File: src/rtl/uart_rx_pkg.sv
// Shared types and constants for the UART receive frame controller.
package uart_rx_pkg;

  localparam int unsigned DefDataWidth    = 8;
  localparam int unsigned DefPrescaleBits = 6;

  localparam int unsigned PrescaleX8  = 8;
  localparam int unsigned PrescaleX16 = 16;
  localparam int unsigned PrescaleX32 = 32;

  typedef enum logic [2:0] {
    StIdle,
    StStart,
    StData,
    StParity,
    StStop,
    StChk
  } state_e;

  // States in which the oversampling counters advance.
  function automatic logic is_run(state_e s);
    return (s == StStart) || (s == StData) || (s == StParity) || (s == StStop);
  endfunction

endpackage

File: src/rtl/uart_rx_ctrl_if.sv
// Line, configuration, checker-result and enable signals of the receive controller.
interface uart_rx_ctrl_if #(
  parameter int unsigned DATA_WIDTH    = 8,
  parameter int unsigned PRESCALE_BITS = 6
) ();

  localparam int unsigned BitCntW = $clog2(DATA_WIDTH + 3);

  logic                     RX_IN;
  logic                     PAR_EN;
  logic                     PAR_TYP;
  logic [PRESCALE_BITS-1:0] Prescale;
  logic                     strt_glitch;
  logic                     par_err;
  logic                     stp_err;
  logic [PRESCALE_BITS-1:0] edge_cnt;
  logic [BitCntW-1:0]       bit_cnt;
  logic                     par_typ_q;
  logic                     dat_samp_en;
  logic                     deser_en;
  logic                     strt_chk_en;
  logic                     par_chk_en;
  logic                     stp_chk_en;
  logic                     data_valid;
  logic                     frame_err;

  modport master (
    input  RX_IN, PAR_EN, PAR_TYP, Prescale, strt_glitch, par_err, stp_err,
    output edge_cnt, bit_cnt, par_typ_q, dat_samp_en, deser_en, strt_chk_en,
           par_chk_en, stp_chk_en, data_valid, frame_err
  );

  modport slave (
    output RX_IN, PAR_EN, PAR_TYP, Prescale, strt_glitch, par_err, stp_err,
    input  edge_cnt, bit_cnt, par_typ_q, dat_samp_en, deser_en, strt_chk_en,
           par_chk_en, stp_chk_en, data_valid, frame_err
  );

endinterface

File: src/rtl/rx_edge_bit_counter.sv
// Oversample (edge) and slot (bit) counters; both held at zero while disabled.
module rx_edge_bit_counter #(
  parameter int unsigned PRESCALE_BITS = 6,
  parameter int unsigned BIT_CNT_W     = 4
) (
  input  logic                     CLK,
  input  logic                     RST,
  input  logic                     enable,
  input  logic [PRESCALE_BITS-1:0] prescale,
  output logic [PRESCALE_BITS-1:0] edge_cnt,
  output logic [BIT_CNT_W-1:0]     bit_cnt,
  output logic                     slot_end
);

  logic [PRESCALE_BITS-1:0] edge_cnt_q, edge_cnt_d;
  logic [BIT_CNT_W-1:0]     bit_cnt_q, bit_cnt_d;

  assign slot_end = (edge_cnt_q == prescale - PRESCALE_BITS'(1));

  always_comb begin
    edge_cnt_d = '0;
    bit_cnt_d  = '0;
    if (enable) begin
      if (slot_end) begin
        bit_cnt_d = bit_cnt_q + BIT_CNT_W'(1);
      end else begin
        edge_cnt_d = edge_cnt_q + PRESCALE_BITS'(1);
        bit_cnt_d  = bit_cnt_q;
      end
    end
  end

  always_ff @(posedge CLK or negedge RST) begin
    if (!RST) begin
      edge_cnt_q <= '0;
      bit_cnt_q  <= '0;
    end else begin
      edge_cnt_q <= edge_cnt_d;
      bit_cnt_q  <= bit_cnt_d;
    end
  end

  assign edge_cnt = edge_cnt_q;
  assign bit_cnt  = bit_cnt_q;

endmodule

File: src/rtl/uart_rx_ctrl.sv
// UART receive frame sequencer: walks START/DATA/PARITY/STOP slots, gates the
// datapath enables and reports one data_valid or frame_err pulse per frame.
module uart_rx_ctrl
  import uart_rx_pkg::*;
#(
  parameter int unsigned DATA_WIDTH    = DefDataWidth,
  parameter int unsigned PRESCALE_BITS = DefPrescaleBits
) (
  input logic           CLK,
  input logic           RST,
  uart_rx_ctrl_if.master bus
);

  localparam int unsigned BitCntW = $clog2(DATA_WIDTH + 3);

  state_e                   state_q, state_d;
  logic                     err_q, err_d;
  logic                     par_en_q, par_typ_q;
  logic [PRESCALE_BITS-1:0] prescale_q;
  logic                     latch_cfg;
  logic                     cnt_en, slot_end, first_cycle;
  logic [PRESCALE_BITS-1:0] edge_cnt;
  logic [BitCntW-1:0]       bit_cnt;
  logic                     deser_en, strt_chk_en, par_chk_en, stp_chk_en;
  logic                     data_valid, frame_err;

  // Counters only keep running while we stay inside the frame; any exit clears them.
  assign cnt_en      = is_run(state_q) && is_run(state_d);
  assign first_cycle = (edge_cnt == '0);

  rx_edge_bit_counter #(
    .PRESCALE_BITS (PRESCALE_BITS),
    .BIT_CNT_W     (BitCntW)
  ) u_counter (
    .CLK      (CLK),
    .RST      (RST),
    .enable   (cnt_en),
    .prescale (prescale_q),
    .edge_cnt (edge_cnt),
    .bit_cnt  (bit_cnt),
    .slot_end (slot_end)
  );

  always_comb begin
    state_d     = state_q;
    err_d       = err_q;
    latch_cfg   = 1'b0;
    deser_en    = 1'b0;
    strt_chk_en = 1'b0;
    par_chk_en  = 1'b0;
    stp_chk_en  = 1'b0;
    data_valid  = 1'b0;
    frame_err   = 1'b0;
    unique case (state_q)
      StIdle: begin
        err_d = 1'b0;
        if (!bus.RX_IN) begin
          state_d   = StStart;
          latch_cfg = 1'b1;
        end
      end
      StStart: begin
        strt_chk_en = 1'b1;
        if (slot_end) state_d = StData;
      end
      StData: begin
        // Start checker result lands one cycle after the START slot closes.
        if (first_cycle && (bit_cnt == BitCntW'(1)) && bus.strt_glitch) begin
          state_d = StIdle;
        end else if (slot_end) begin
          deser_en = 1'b1;
          if (bit_cnt == BitCntW'(DATA_WIDTH)) state_d = par_en_q ? StParity : StStop;
        end
      end
      StParity: begin
        par_chk_en = 1'b1;
        if (slot_end) state_d = StStop;
      end
      StStop: begin
        stp_chk_en = 1'b1;
        if (first_cycle && bus.par_err) err_d = 1'b1;
        if (slot_end) state_d = StChk;
      end
      StChk: begin
        if (err_q || bus.stp_err) frame_err = 1'b1;
        else                      data_valid = 1'b1;
        err_d = 1'b0;
        if (!bus.RX_IN) begin
          state_d   = StStart;
          latch_cfg = 1'b1;
        end else begin
          state_d = StIdle;
        end
      end
      default: state_d = StIdle;
    endcase
  end

  always_ff @(posedge CLK or negedge RST) begin
    if (!RST) begin
      state_q    <= StIdle;
      err_q      <= 1'b0;
      par_en_q   <= 1'b0;
      par_typ_q  <= 1'b0;
      prescale_q <= '0;
    end else begin
      state_q <= state_d;
      err_q   <= err_d;
      if (latch_cfg) begin
        par_en_q   <= bus.PAR_EN;
        par_typ_q  <= bus.PAR_TYP;
        prescale_q <= bus.Prescale;
      end
    end
  end

  assign bus.edge_cnt    = edge_cnt;
  assign bus.bit_cnt     = bit_cnt;
  assign bus.par_typ_q   = par_typ_q;
  assign bus.dat_samp_en = is_run(state_q);
  assign bus.deser_en    = deser_en;
  assign bus.strt_chk_en = strt_chk_en;
  assign bus.par_chk_en  = par_chk_en;
  assign bus.stp_chk_en  = stp_chk_en;
  assign bus.data_valid  = data_valid;
  assign bus.frame_err   = frame_err;

endmodule
File: src/flat_wrapper.sv
// flat-port wrapper written by rule: the top's interface ports become plain ports
module uart_rx_ctrl_flat import uart_rx_pkg::*;
#(
  parameter int unsigned DATA_WIDTH    = DefDataWidth,
  parameter int unsigned PRESCALE_BITS = DefPrescaleBits
)
  (CLK, RST, bus_RX_IN, bus_PAR_EN, bus_PAR_TYP, bus_Prescale, bus_strt_glitch, bus_par_err, bus_stp_err, bus_edge_cnt, bus_bit_cnt, bus_par_typ_q, bus_dat_samp_en, bus_deser_en, bus_strt_chk_en, bus_par_chk_en, bus_stp_chk_en, bus_data_valid, bus_frame_err);
  uart_rx_ctrl_if #(.DATA_WIDTH(DATA_WIDTH), .PRESCALE_BITS(PRESCALE_BITS)) bus_i ();
  input logic CLK;
  input logic RST;
  input wire logic [$bits(bus_i.RX_IN)-1:0] bus_RX_IN;
  input wire logic [$bits(bus_i.PAR_EN)-1:0] bus_PAR_EN;
  input wire logic [$bits(bus_i.PAR_TYP)-1:0] bus_PAR_TYP;
  input wire logic [$bits(bus_i.Prescale)-1:0] bus_Prescale;
  input wire logic [$bits(bus_i.strt_glitch)-1:0] bus_strt_glitch;
  input wire logic [$bits(bus_i.par_err)-1:0] bus_par_err;
  input wire logic [$bits(bus_i.stp_err)-1:0] bus_stp_err;
  output wire logic [$bits(bus_i.edge_cnt)-1:0] bus_edge_cnt;
  output wire logic [$bits(bus_i.bit_cnt)-1:0] bus_bit_cnt;
  output wire logic [$bits(bus_i.par_typ_q)-1:0] bus_par_typ_q;
  output wire logic [$bits(bus_i.dat_samp_en)-1:0] bus_dat_samp_en;
  output wire logic [$bits(bus_i.deser_en)-1:0] bus_deser_en;
  output wire logic [$bits(bus_i.strt_chk_en)-1:0] bus_strt_chk_en;
  output wire logic [$bits(bus_i.par_chk_en)-1:0] bus_par_chk_en;
  output wire logic [$bits(bus_i.stp_chk_en)-1:0] bus_stp_chk_en;
  output wire logic [$bits(bus_i.data_valid)-1:0] bus_data_valid;
  output wire logic [$bits(bus_i.frame_err)-1:0] bus_frame_err;
  assign bus_i.RX_IN = bus_RX_IN;
  assign bus_i.PAR_EN = bus_PAR_EN;
  assign bus_i.PAR_TYP = bus_PAR_TYP;
  assign bus_i.Prescale = bus_Prescale;
  assign bus_i.strt_glitch = bus_strt_glitch;
  assign bus_i.par_err = bus_par_err;
  assign bus_i.stp_err = bus_stp_err;
  assign bus_edge_cnt = bus_i.edge_cnt;
  assign bus_bit_cnt = bus_i.bit_cnt;
  assign bus_par_typ_q = bus_i.par_typ_q;
  assign bus_dat_samp_en = bus_i.dat_samp_en;
  assign bus_deser_en = bus_i.deser_en;
  assign bus_strt_chk_en = bus_i.strt_chk_en;
  assign bus_par_chk_en = bus_i.par_chk_en;
  assign bus_stp_chk_en = bus_i.stp_chk_en;
  assign bus_data_valid = bus_i.data_valid;
  assign bus_frame_err = bus_i.frame_err;
  uart_rx_ctrl #(.DATA_WIDTH(DATA_WIDTH), .PRESCALE_BITS(PRESCALE_BITS)) u_core (.CLK(CLK), .RST(RST), .bus(bus_i));
endmodule
File: config.mk
export PLATFORM = sky130hd
export DESIGN_NAME = uart_rx_ctrl_flat
export DESIGN_NICKNAME = d
export VERILOG_FILES = /design/src/rtl/uart_rx_pkg.sv /design/src/rtl/uart_rx_ctrl_if.sv /design/src/rtl/rx_edge_bit_counter.sv /design/src/rtl/uart_rx_ctrl.sv /design/src/flat_wrapper.sv
export SDC_FILE = /design/constraint.sdc
export NUM_CORES = 1
export LEC_CHECK = 0
export ABC_AREA = 0
export ABC_CLOCK_PERIOD_IN_PS = 4600
export CORE_MARGIN = 2
export CORE_UTILIZATION = 45
export DETAILED_ROUTE_END_ITERATION = 6
export PLACE_DENSITY = 0.76
export REMOVE_ABC_BUFFERS = 1
export SKIP_LAST_GASP = 1
export SLEW_MARGIN = 20
export SYNTH_ARGS = -nofsm -noshare
export SYNTH_HDL_FRONTEND = slang
export SYNTH_HIERARCHICAL = 1
export SYNTH_SLANG_ARGS = --single-unit
File: constraint.sdc
create_clock -name CLK -period 4.6 [get_ports CLK]
set_clock_uncertainty 0.2 [all_clocks]
set_input_delay 0.46 -clock CLK [delete_from_list [all_inputs] [get_ports CLK]]
set_output_delay 0.46 -clock CLK [all_outputs]
set_load 0.005 [all_outputs]
**Word level (Yosys, flattened, before mapping)**

Cells that the tools add are included.

- Register bits: 22
- Bits of input ports: 14
- Output and inout bits: 18
- Word-level logic and storage cells: 68

- $add $sub $neg: 3
- Eq/ne operators: 14
- Mux-type cells: 28
- Reduce and logical (&&, ||, !) cells: 16

Operators with widths:

| operator | count |
|---|---|
| 3-bit two-way mux | 8 |
| 3-bit one-hot mux with 6 select lines | 1 |
| 1-bit two-way mux | 14 |
| 3-bit by 2-bit equality test with 1-bit output (second input constant) | 4 |
| 6-bit two-way mux | 2 |
| 3-bit equality test (second input constant) | 3 |
| 4-bit two-way mux | 2 |
| 1-bit logical OR | 7 |
| 6-bit by 1-bit adder with 6-bit output (second input constant) | 1 |
| 3-bit by 1-bit equality test with 1-bit output (second input constant) | 2 |
| 6-bit equality test | 1 |
| 6-bit logical NOT | 1 |
| 6-bit by 1-bit subtractor with 6-bit output (second input constant) | 1 |
| 4-bit by 1-bit adder with 4-bit output (second input constant) | 1 |
| 4-bit by 1-bit equality test with 1-bit output (second input constant) | 1 |
| 4-bit equality test (second input constant) | 1 |
| 1-bit logical AND | 4 |
| 2-bit inequality test (second input constant) | 2 |
| 3-bit logical NOT | 1 |
| 1-bit one-hot mux with 2 select lines | 1 |
| 2-bit AND reduction | 1 |
| 2-bit nonzero test | 1 |
| 2-bit OR reduction | 1 |

**Longest topological paths before layout**

- Word-level depth: 11
- Gate-level depth with buffers: 13
- Depth with buffers taken out: 13

**Modules after synthesis**

Netlist, hierarchy kept.

Modules (own cells, without submodules):

| module | times used | cells an instance | area an instance (sq um) | sequential area each (sq um) |
|---|---|---|---|---|
| uart_rx_ctrl | 1 | 67 | 718.2 | 300.3 |
| rx_edge_bit_counter | 1 | 67 | 636.9 | 250.2 |

**Least setup slack after synthesis**

Ideal clock, no wire load.

- Kind: reg-to-reg
- Start point: register u_core.prescale_q[0]
- End point: register u_core.u_counter.edge_cnt_q[2] (netlist: u_core/u_counter/edge_cnt[2])
- Library setup time: 0.133 ns
- Arrival: 2.996 ns
- Required time: 4.267 ns
- Setup slack: 1.271 ns
- Cell stages (with the launch flop): 14
- Period minus slack after synthesis: 3.329 ns
- Cells stage by stage: dfrtp_1 > inv_1 > ha_1 > nand2b_1 > o211a_1 > o31a_1 > nor2_1 > and3b_2 > nand3b_1 > a32o_1 > or3_1 > and3_1 > o21ai_1 > nor2_1

- Cells in the longest elaborated chain, start to end: 11

Ends and longest elaborated chain:

| what | line | text |
|---|---|---|
| from (decl) | uart_rx_ctrl.sv:19 | `logic [PRESCALE_BITS-1:0] prescale_q;` |
| from (signal assigned) | uart_rx_ctrl.sv:112 | `prescale_q <= bus.Prescale;` |
| 6-bit by 1-bit subtractor with 6-bit output (*) | rx_edge_bit_counter.sv:18 | `assign slot_end = (edge_cnt_q == prescale - PRESCALE_BITS'(1));` |
| 6-bit equality test (*) | rx_edge_bit_counter.sv:18 |  |
| net u_core.slot_end | uart_rx_ctrl.sv:21 | `logic cnt_en, slot_end, first_cycle;` |
| 3-bit two-way mux | uart_rx_ctrl.sv:70 | `end else if (slot_end) begin` |
| 3-bit two-way mux | uart_rx_ctrl.sv:68 | `if (first_cycle && (bit_cnt == BitCntW'(1)) && bus.strt_glitch) begin` |
| 3-bit one-hot mux with 6 select lines (*) | uart_rx_ctrl.sv:54 | `unique case (state_q)` |
| net u_core.state_d[1] | uart_rx_ctrl.sv:16 | `state_e state_q, state_d;` |
| 3-bit by 1-bit equality test with 1-bit output or 3-bit by 2-bit equality test with 1-bit output (tied branches) | uart_rx_pkg.sv:22 | `return (s == StStart) \|\| (s == StData) \|\| (s == StParity) \|\| (s == StStop);` |
| 1-bit logical OR (2 in a row) | uart_rx_pkg.sv:22 |  |
| 1-bit logical OR (*) | uart_rx_pkg.sv:22 |  |
| 1-bit logical AND (*) | uart_rx_ctrl.sv:28 | `assign cnt_en = is_run(state_q) && is_run(state_d);` |
| net u_core.cnt_en | uart_rx_ctrl.sv:21 |  |
| 6-bit two-way mux (*) | rx_edge_bit_counter.sv:23 | `if (enable) begin` |
| net u_core.u_counter.edge_cnt_d[2] | rx_edge_bit_counter.sv:15 | `logic [PRESCALE_BITS-1:0] edge_cnt_q, edge_cnt_d;` |
| to (signal assigned) | rx_edge_bit_counter.sv:38 | `edge_cnt_q <= edge_cnt_d;` |
| to (decl) | rx_edge_bit_counter.sv:15 |  |

The timed path passes the listed nets; every way through them passes the cells marked *.
A chain may end at the register's enable or synchronous reset.

**Worst setup path after layout**

- Start point: register u_core.prescale_q[0]
- End point: register u_core.u_counter.edge_cnt_q[3] (netlist: u_core/u_counter/edge_cnt[3])

Same word-level chain as after synthesis.

==> metrics.csv <==
metric;value;unit
register area share after synthesis;0.406;
Ys Warns;6;
Max Clk Rate;261;MHz
leakage;0.758;nW
Worst Tran Pin Value;958;ps
first-pass detailed-route iteration total;6;
CP max-delay cell;dfrtp_1;
Final ANT Viol Nets;0;
crit path capture type;flip-flop;
Core ar.;0.00281;sq mm
CTS tree;yes;
initial core utilization;0.483;
Worst setup SP type;flip-flop;
gr ovfl total;0;
Worst path top cell family by delay;simple AND/OR/NAND/NOR gates;
Buf/Inv on CP;1;
Clk pin slew, worst setup/hold paths;130;ps
clock buffer depth;2;
post-layout util;0.615;
peak supply drop;0.000172;V
Via density;5.77;
period utilisation layout;0.832;
min cycle time layout;3830;ps
post-route setup TNS;0;ps
gate count of the mapped netlist;134;
largest fanout on the critical path;8;
via count;1136;
final hold vios;0;
Cell Rows;19;
ys flop type;dfrtp_1;
DRC;3;
Critical Path AT;3830;ps
Num CTS Buffers;3;
Final Setup Violations;0;
post-synthesis area per instance;10.1;sq um
drt wl/cell;15.0;um
Die H;58.9;um
outcome;finished, violations left;
Worst Path Required;4600;ps
Routability Congestion;0.782;
Area growth, synth to finish;27.2;%
number of flops mapped to enable cells by yosys;0;
Max-Cap Viols;0;
Total Routing Usage GR;0.192;
CP cell instances;inv_1 -> ha_1 -> nand2b_1 -> o211a_1 -> o31a_1 -> nor2_1 -> and3b_2 -> nand3b_1 -> a32o_1 -> or3_1 -> and3_1 -> o21ai_1 -> nor2_1;
chip width;58.9;um
ant diodes;0;
Die ar.;0.00347;sq mm
Slew Limit Fails;0;
WL final;2950;um
Root Driver;clkbuf_4;
Clk Latency, worst-skew pair;320;ps
Crit path top cell by count;nor2_1;
Clock Sink Count;22;
cts repair resizes;0;
Mapped Area;0.00136;sq mm
Post-CTS Setup Bufs;0;
min-delay worst type;flip-flop to flip-flop;
RSZ-0062 raised after global routing;false;
Seq cells post-synth;22;
io pins;32;
port bufs;31;
Nets;184;
failing checks;DRC;
Worst path max stage delay;460;ps
H-Tree Depth;1;
kind of critical path;flip-flop to flip-flop;
Netlist cell types;45;
Slew headroom;0.359;
first-pass GRT wire length;5090;um
PD cells;208;mW/mm^2
vias in the first global route;1118;
fraction of layout cells with a size suffix above 1;0.108;
drt initial violations;48;
ys async rst share;1.00;
# hold bufs at CTS;0;
DP HPWL;2190;um
largest net degree at the start of global routing;23;
antenna violations before repair;0;
## report_power, final
| part | internal [mW] | leakage (nW) | switching (mW) |
|---|---|---|---|
| Combinational | 0.00975 | 0.448 | 0.00543 |
| Clock | 0.0882 | 0.0279 | 0.0612 |
| Sequential | 0.193 | 0.283 | 0 |
| Total | 0.291 | 0.758 | 0.0666 |
## cells in the final DEF, fill, tap and decap left out, drive strengths merged, types with 2 or more instances in the layout
cell type,netlist,routed
xor2,5,5
dfrtp,22,22
nand2b,6,6
inv,6,6
nand2,8,8
clkbuf,1,3
ha,3,3
nor4b,2,2
clkdlybuf4s50,0,31
nor4,2,2
nand4,4,4
nor2,16,16
and2,2,2
mux2,8,8
a21oi,2,2
o21ai,4,4
nor3,5,5
mux2i,3,3
nor3b,2,2
nand3,5,5
xnor2,7,7
and3,2,2
## cells by family after synthesis
| group | count (synthesis) | synth area share |
|---|---|---|
| adders and majority gates | 3 | 0.0277 |
| and+or+nand+nor | 61 | 0.274 |
| AOI/OAI and AO/OA | 16 | 0.0850 |
| xor gates and xnor gates | 12 | 0.0776 |
| DFF | 22 | 0.406 |
| muxes | 11 | 0.0886 |
| buffers and inverters | 9 | 0.0406 |
## flip-flops by register name (all words and copies together), names as in the netlist
name,cells
u_core/err_q,1
u_core/prescale_q,6
u_core/state_q,3
u_core/bus.par_typ_q,1
u_core/u_counter/bit_cnt,4
u_core/par_en_q,1
u_core/u_counter/edge_cnt,6
## synthesized netlist by cell type, types with 2 or more instances
| cell | instances | area share |
|---|---|---|
| nor3_1 | 5 | 0.018 |
| mux2i_1 | 3 | 0.022 |
| nand2b_1 | 6 | 0.028 |
| nand2_1 | 8 | 0.022 |
| nor3b_1 | 2 | 0.011 |
| dfrtp_1 | 22 | 0.41 |
| ha_1 | 3 | 0.028 |
| and2_1 | 2 | 0.0092 |
| nand3_1 | 5 | 0.018 |
| a21oi_1 | 2 | 0.0074 |
| xor2_1 | 5 | 0.032 |
| inv_1 | 6 | 0.017 |
| o21ai_0 | 3 | 0.011 |
| nor2_1 | 16 | 0.044 |
| nand4_1 | 4 | 0.018 |
| xnor2_1 | 7 | 0.045 |
| mux2_2 | 7 | 0.058 |
## through the flow
stage               power, mW  instance area (sq um)  setup WS, ps  std cells  hold slack (ps)
floorplan               0.197                   1320          1270        131            -35.6
global placement        0.212                   1670          1040        193              294
detailed placement      0.213                   1670           866        193              311
CTS                     0.361                   1720           824        197              345
global route            0.372                   1720           561        197              364
finish                  0.358                   1720           772        197              333
## worst paths after layout
check | startpoint | to | slack, ps | cells after the start
setup / recovery | u_core/prescale_q[0]$_DFFE_PN0P_ | u_core/u_counter/edge_cnt[3]$_DFF_PN0_ | 770 | 13
max in group asynchronous | RST | u_core/state_q[0]$_DFF_PN0_ | 3150 | 1
min in group asynchronous | RST | u_core/prescale_q[1]$_DFFE_PN0P_ | 460 | 1
hold / removal | u_core/bus.par_typ_q$_DFFE_PN0P_ | u_core/bus.par_typ_q$_DFFE_PN0P_ | 330 | 1
hold reg to reg | u_core/bus.par_typ_q$_DFFE_PN0P_ | u_core/bus.par_typ_q$_DFFE_PN0P_ | 330 | 1
setup reg to reg | u_core/prescale_q[0]$_DFFE_PN0P_ | u_core/u_counter/edge_cnt[3]$_DFF_PN0_ | 770 | 13
## layout make-up
| class | count | area (sq um) |
|---|---|---|
| inverter | 6 | 22.5 |
| sequential | 22 | 551 |
| clock buffer | 3 | 22.5 |
| fill | 253 | 1080 |
| multi-input combinational | 103 | 749 |
| clock inverter | 1 | 30.0 |
| timing repair buffer | 31 | 310 |
| tap | 31 | 38.8 |
## routing by layer
metal	GRT usage	part of all wire	up-vias	wire length [um]
li1	-	-	539	-
met1	0.260	0.44	546	1310
met2	0.316	0.49	43	1440
met3	0.0396	0.057	8	169
met4	0.0487	0.012	0	35
met5	0	0	-	0
Note: power is estimated with default switching activity, not from simulation.
